$ cat config.mk
export PLATFORM = sky130hd
export DESIGN_NAME = seq_mag_comp
export DESIGN_NICKNAME = d
export VERILOG_FILES = /design/src/rtl/seq_mag_comp.sv
export SDC_FILE = /design/constraint.sdc
export NUM_CORES = 1
export LEC_CHECK = 0
export CAP_MARGIN = 20
export CORE_MARGIN = 5
export CORE_UTILIZATION = 35
export DETAILED_ROUTE_END_ITERATION = 6
export SLEW_MARGIN = 15
export SYNTH_ARGS = -nofsm -noshare
export SYNTH_HDL_FRONTEND = slang
export SYNTH_SLANG_ARGS = --single-unit
$ cat constraint.sdc
create_clock -name clock -period 1.91 [get_ports clock]
set_clock_uncertainty 0.05 [all_clocks]
set_input_delay 0.382 -clock clock [delete_from_list [all_inputs] [get_ports clock]]
set_output_delay 0.382 -clock clock [all_outputs]
set_load 0.02 [all_outputs]
$ cat src/rtl/seq_mag_comp.sv
// Multi-cycle MSB-first magnitude comparator: DIGIT bits per cycle, early exit on
// the first differing digit, unsigned or two's-complement, with start/ready/done/abort.
module seq_mag_comp #(
    parameter int WIDTH = 32,
    parameter int DIGIT = 2
) (
    input  logic             clock,
    input  logic             reset,
    input  logic             start,
    input  logic             abort,
    input  logic             is_signed,
    input  logic [WIDTH-1:0] A,
    input  logic [WIDTH-1:0] B,
    output logic             ready,
    output logic             done,
    output logic             EQ,
    output logic             GT,
    output logic             LT
);

    localparam int N  = WIDTH / DIGIT;
    localparam int CW = (N > 1) ? $clog2(N) : 1;
    localparam logic [CW-1:0]    CNT_LAST = CW'(N - 1);
    localparam logic [CW-1:0]    CNT_ONE  = CW'(1);
    localparam logic [CW-1:0]    CNT_ZERO = CW'(0);
    localparam logic [WIDTH-1:0] MSB_MASK = {1'b1, {(WIDTH-1){1'b0}}};

    typedef enum logic {
        IDLE = 1'b0,
        RUN  = 1'b1
    } state_t;

    // One link of the cascaded digit chain: {equal, greater}.
    function automatic logic [1:0] digit_cmp(input logic [DIGIT-1:0] a,
                                             input logic [DIGIT-1:0] b);
        return {(a == b), (a > b)};
    endfunction

    state_t            state_r, state_s;
    logic [CW-1:0]     cnt_r, cnt_s;
    logic [WIDTH-1:0]  a_r, a_s, b_r, b_s;
    logic              ready_r, ready_s;
    logic              done_r, done_s;
    logic              eq_r, eq_s, gt_r, gt_s, lt_r, lt_s;
    logic [1:0]        dig_s;
    logic [WIDTH-1:0]  mask_s;

    // Operands are shifted left each cycle, so the current digit is always at the top.
    assign dig_s  = digit_cmp(a_r[WIDTH-1 -: DIGIT], b_r[WIDTH-1 -: DIGIT]);
    assign mask_s = is_signed ? MSB_MASK : {WIDTH{1'b0}};

    // Next-state and next-output logic for the IDLE/RUN controller.
    always_comb begin
        state_s = state_r;
        cnt_s   = cnt_r;
        a_s     = a_r;
        b_s     = b_r;
        ready_s = ready_r;
        done_s  = 1'b0;
        eq_s    = eq_r;
        gt_s    = gt_r;
        lt_s    = lt_r;
        case (state_r)
            IDLE: begin
                if (start) begin
                    // Flipping the sign bits lets the unsigned chain order signed values.
                    a_s     = A ^ mask_s;
                    b_s     = B ^ mask_s;
                    eq_s    = 1'b0;
                    gt_s    = 1'b0;
                    lt_s    = 1'b0;
                    cnt_s   = CNT_ZERO;
                    state_s = RUN;
                    ready_s = 1'b0;
                end else begin
                    ready_s = 1'b1;
                end
            end
            RUN: begin
                if (abort) begin
                    state_s = IDLE;
                    ready_s = 1'b1;
                    cnt_s   = CNT_ZERO;
                end else if (!dig_s[1]) begin
                    gt_s    = dig_s[0];
                    lt_s    = ~dig_s[0];
                    eq_s    = 1'b0;
                    done_s  = 1'b1;
                    state_s = IDLE;
                    ready_s = 1'b1;
                    cnt_s   = CNT_ZERO;
                end else if (cnt_r == CNT_LAST) begin
                    eq_s    = 1'b1;
                    done_s  = 1'b1;
                    state_s = IDLE;
                    ready_s = 1'b1;
                    cnt_s   = CNT_ZERO;
                end else begin
                    cnt_s = cnt_r + CNT_ONE;
                    a_s   = a_r << DIGIT;
                    b_s   = b_r << DIGIT;
                end
            end
            default: begin
                state_s = IDLE;
                ready_s = 1'b1;
                cnt_s   = CNT_ZERO;
                eq_s    = 1'b0;
                gt_s    = 1'b0;
                lt_s    = 1'b0;
            end
        endcase
    end

    // State, datapath and registered outputs.
    always_ff @(posedge clock or negedge reset) begin
        if (!reset) begin
            state_r <= IDLE;
            cnt_r   <= CNT_ZERO;
            a_r     <= {WIDTH{1'b0}};
            b_r     <= {WIDTH{1'b0}};
            ready_r <= 1'b1;
            done_r  <= 1'b0;
            eq_r    <= 1'b0;
            gt_r    <= 1'b0;
            lt_r    <= 1'b0;
        end else begin
            state_r <= state_s;
            cnt_r   <= cnt_s;
            a_r     <= a_s;
            b_r     <= b_s;
            ready_r <= ready_s;
            done_r  <= done_s;
            eq_r    <= eq_s;
            gt_r    <= gt_s;
            lt_r    <= lt_s;
        end
    end

    assign ready = ready_r;
    assign done  = done_r;
    assign EQ    = eq_r;
    assign GT    = gt_r;
    assign LT    = lt_r;

endmodule

==> results of run 1 <==
kinds of logic (layout without fill, tap and decap cells):
logic type | Yosys count | count (layout) | share of synthesized area [%]
xor gates and xnor gates | 3 | 3 | 0.682
AOI/OAI and AO/OA | 15 | 15 | 2.24
adders and majority gates | 3 | 3 | 0.974
and+or+nand+nor | 25 | 25 | 3.86
DFF | 74 | 74 | 48.1
buffers and inverters | 24 | 118 | 4.93
muxes | 120 | 120 | 39.2
cells in the mapped netlist:
library cell and number:
nand3_1 1, nand3b_1 4, buf_12 4, and3_1 1
nand2_1 12, inv_1 9, mux2i_1 3, clkbuf_1 3
o211ai_1 1, nor2b_1 1, and2_1 1, buf_8 1
dfrtp_1 73, buf_6 2, nand2b_2 1, o21ai_2 1
mux2_2 73, mux2_4 44, o21a_1 1, buf_2 4
or2_2 1, nor2_1 1, nand4b_4 1, or4_1 1
xnor2_1 3, a21oi_1 1, a21boi_0 1, o21ai_0 10
buf_4 1, ha_1 3, dfstp_2 1
power by group through the flow:
stage / sequential, W / combinational [W] / clock [W]
floorplan: 0.00262 / 0.00252 / 0
CTS: 0.00272 / 0.00313 / 0.00140
global placement: 0.00273 / 0.00306 / 0
finish: 0.00272 / 0.00316 / 0.00134
detailed placement: 0.00274 / 0.00312 / 0
global route: 0.00281 / 0.00342 / 0.00146
critical path, delay by kind of cell, from the launching register on:
kind	cells	cell delay, ns
adders and majority gates	1	0.22
buffers and inverters	2	0.32
and+or+nand+nor	1	0.21
AOI/OAI and AO/OA	1	0.18
muxes	1	0.30
DFF	1	0.41
state kept, by name, summed over array words and instances (netlist names):
name / cells
a_r: 32
b_r: 32
cnt_r: 4
EQ: 1
GT: 1
LT: 1
done: 1
ready: 1
state_r: 1
through the flow:
stage	total power, W	std cells	hold slack [ns]
finish	0.00722	498	0.412
global route	0.00768	498	0.431
CTS	0.00725	497	0.400
detailed placement	0.00585	480	0.252
global placement	0.00579	480	0.249
floorplan	0.00514	264	0.0364
final timing paths:
path	depth (start not counted)	endpoint	start	slack [ns]
max	6	a_r[13]$_DFFE_PN0P_	cnt_r[1]$_DFFE_PN0P_	0.1
min	2	a_r[26]$_DFFE_PN0P_	reset	0.41
max reg2reg	6	a_r[13]$_DFFE_PN0P_	cnt_r[1]$_DFFE_PN0P_	0.1
min reg2reg	1	a_r[25]$_DFFE_PN0P_	a_r[25]$_DFFE_PN0P_	0.46
max in group asynchronous	3	b_r[13]$_DFFE_PN0P_	reset	0.83
min in group clock	1	a_r[25]$_DFFE_PN0P_	a_r[25]$_DFFE_PN0P_	0.46
final cells by class:
class	count	area share [%]
tap	140	3.44
inverter	9	0.664
clock buffer	9	2.44
sequential	74	36.5
multi-input combinational	166	36.4
clock inverter	7	1.85
timing repair buffer	93	18.8
routing by layer:
layer | vias to the layer above | global-route usage [%] | share of wire (%)
li1 | 1118 | - | -
met1 | 1118 | 16.5 | 47
met2 | 41 | 19.3 | 47
met3 | 7 | 3.42 | 4.0
met4 | 0 | 4.93 | 1.6
met5 | - | 0 | 0
timing repair:
| action | 4_1_cts | 5_1_grt |
|---|---|---|
| gates resized for setup | 1 | 4 |
| endpoints found under the setup margin | 1 | 40 |
| hold endpoints to repair | 19 | 0 |
| buffers inserted | 0 | 1 |
| hold buffers | 1 | 0 |
| pin swaps | 0 | 0 |
==> impl_metrics.toml, run 1 <==
[setup_path]
path_cells = "ha_1 > and3_4 > o21ai_4 > buf_12 > buf_12 > mux2_4"
cp-end-kind = "flip-flop"
start_kind = "flip-flop"
cp_common_cell = "buf_12"
slowest_stage = "dfrtp_1"
slowest_delay_ns = 0.41
crit_fanout = 13
critPathRequiredTime_ns = 2.09
worst-setup-path-type = "reg -> reg"
crit_arrival_ns = 1.99

[synthesis]
ys_types = 31
yosysTopAreaCell = "dfrtp_1"
synthCells = 264
synth.avg_cell_area_um2 = 14.6
ys_ff_latch = 74
syn-cell-area_mm2 = 0.00385
yosysSeqAreaShare_pct = 48.1
synth_nets = 336
yosys_warnings = 0
netlist_top_cells_area = "dfrtp_1, mux2_2, mux2_4"
yosys.area.top_type_share_pct = 47.4

[cells_and_area]
layout.nets = 425
fillCellCount = 1005
seqCellArea_mm2 = 0.00185
post-route-util_pct = 46.9
final_common_cell = "mux2_2"
drive_above_1_share_pct = 45.3
multiInputGateArea_mm2 = 0.00185
area_growth_pct = 31.9
mostFrequentLayoutCells = "mux2_2, dfrtp_1, clkdlybuf4s50_1, mux2_4, buf_4"
stdcell_area_mm2 = 0.00508
n_antenna_cell = 0

[power]
switching_share_pct = 28.6
p_leak_nw = 2.19
ir_drop_uv = 622
p_int_w = 0.00516
switchingPower_w = 0.00206
pwr-share-clk_pct = 18.6
seqPwrFrac_pct = 37.7
pwr-share-comb_pct = 43.7
power_density_mw_per_mm2 = 1420

[detailed_routing]
drt_iter0_markers = 99
wire_per_inst_um = 15.4
drt-total-wl_um = 7690
antenna_left = 0
dr.pass1.iters = 4
drc = 0
vias_per_cell = 4.59
via_count = 2284

[cts]
clkLatencyLatePin_ns = 0.35
numCtsBuffers = 9
cts_tree = "done"
cts.sinks = 74
cts_buffer_depth = 2
root_buffer = "clkbuf_8"
htree_levels = 3
cts.reportedPaths.clkPinSlew_ns = 0.08

[placement]
port_buffers = 73
routabilityCongestion = 0.748
hpwl_um = 5370
dpl_cell_area_mm2 = 0.00482
pre_cts_ws_ns = -0.131

[die]
io-pin-count = 74
start_util_pct = 35.6
die-height_um = 115
dieArea_mm2 = 0.0132
die_x_um = 115
row_count = 38
core_mm2 = 0.0108

[sta]
finalSetupViolCount = 0
tns_ns = 0
final_hold_viol_count = 0
fin_crit_sh_pct = 94.9
slew_headroom_pct = 79.6
drv_slew = 0
worst_slew_pin_slew_ns = 0.306
fin_crit_ns = 1.81
setup_ws_ns = 0.0974
rsz0062_at_grt = "no"
fmax_mhz = 552

[global_route]
grt_pass1_wl_um = 12800
grt-ovfl-total = 0
grt.total_usage_pct = 12.4
grt_start_max_net_pins = 57
antenna_found_initial = 0
grt_pass1_vias = 2536

[status]
status = "completed"

[hold_path]
hold_class = "in -> async"

[run]
drv_cap = 0
No activity file was read; power rests on OpenSTA's default activity.
==> inputs of run 2 (changes only) <==
--- a/config.mk
+++ b/config.mk
@@ -5,7 +5,6 @@
 export SDC_FILE = /design/constraint.sdc
 export NUM_CORES = 1
 export LEC_CHECK = 0
-export CAP_MARGIN = 20
 export CORE_MARGIN = 5
 export CORE_UTILIZATION = 35
 export DETAILED_ROUTE_END_ITERATION = 6
==> results of run 2 <==
The final DEF is identical to that of run 1; final timing and power are the same.
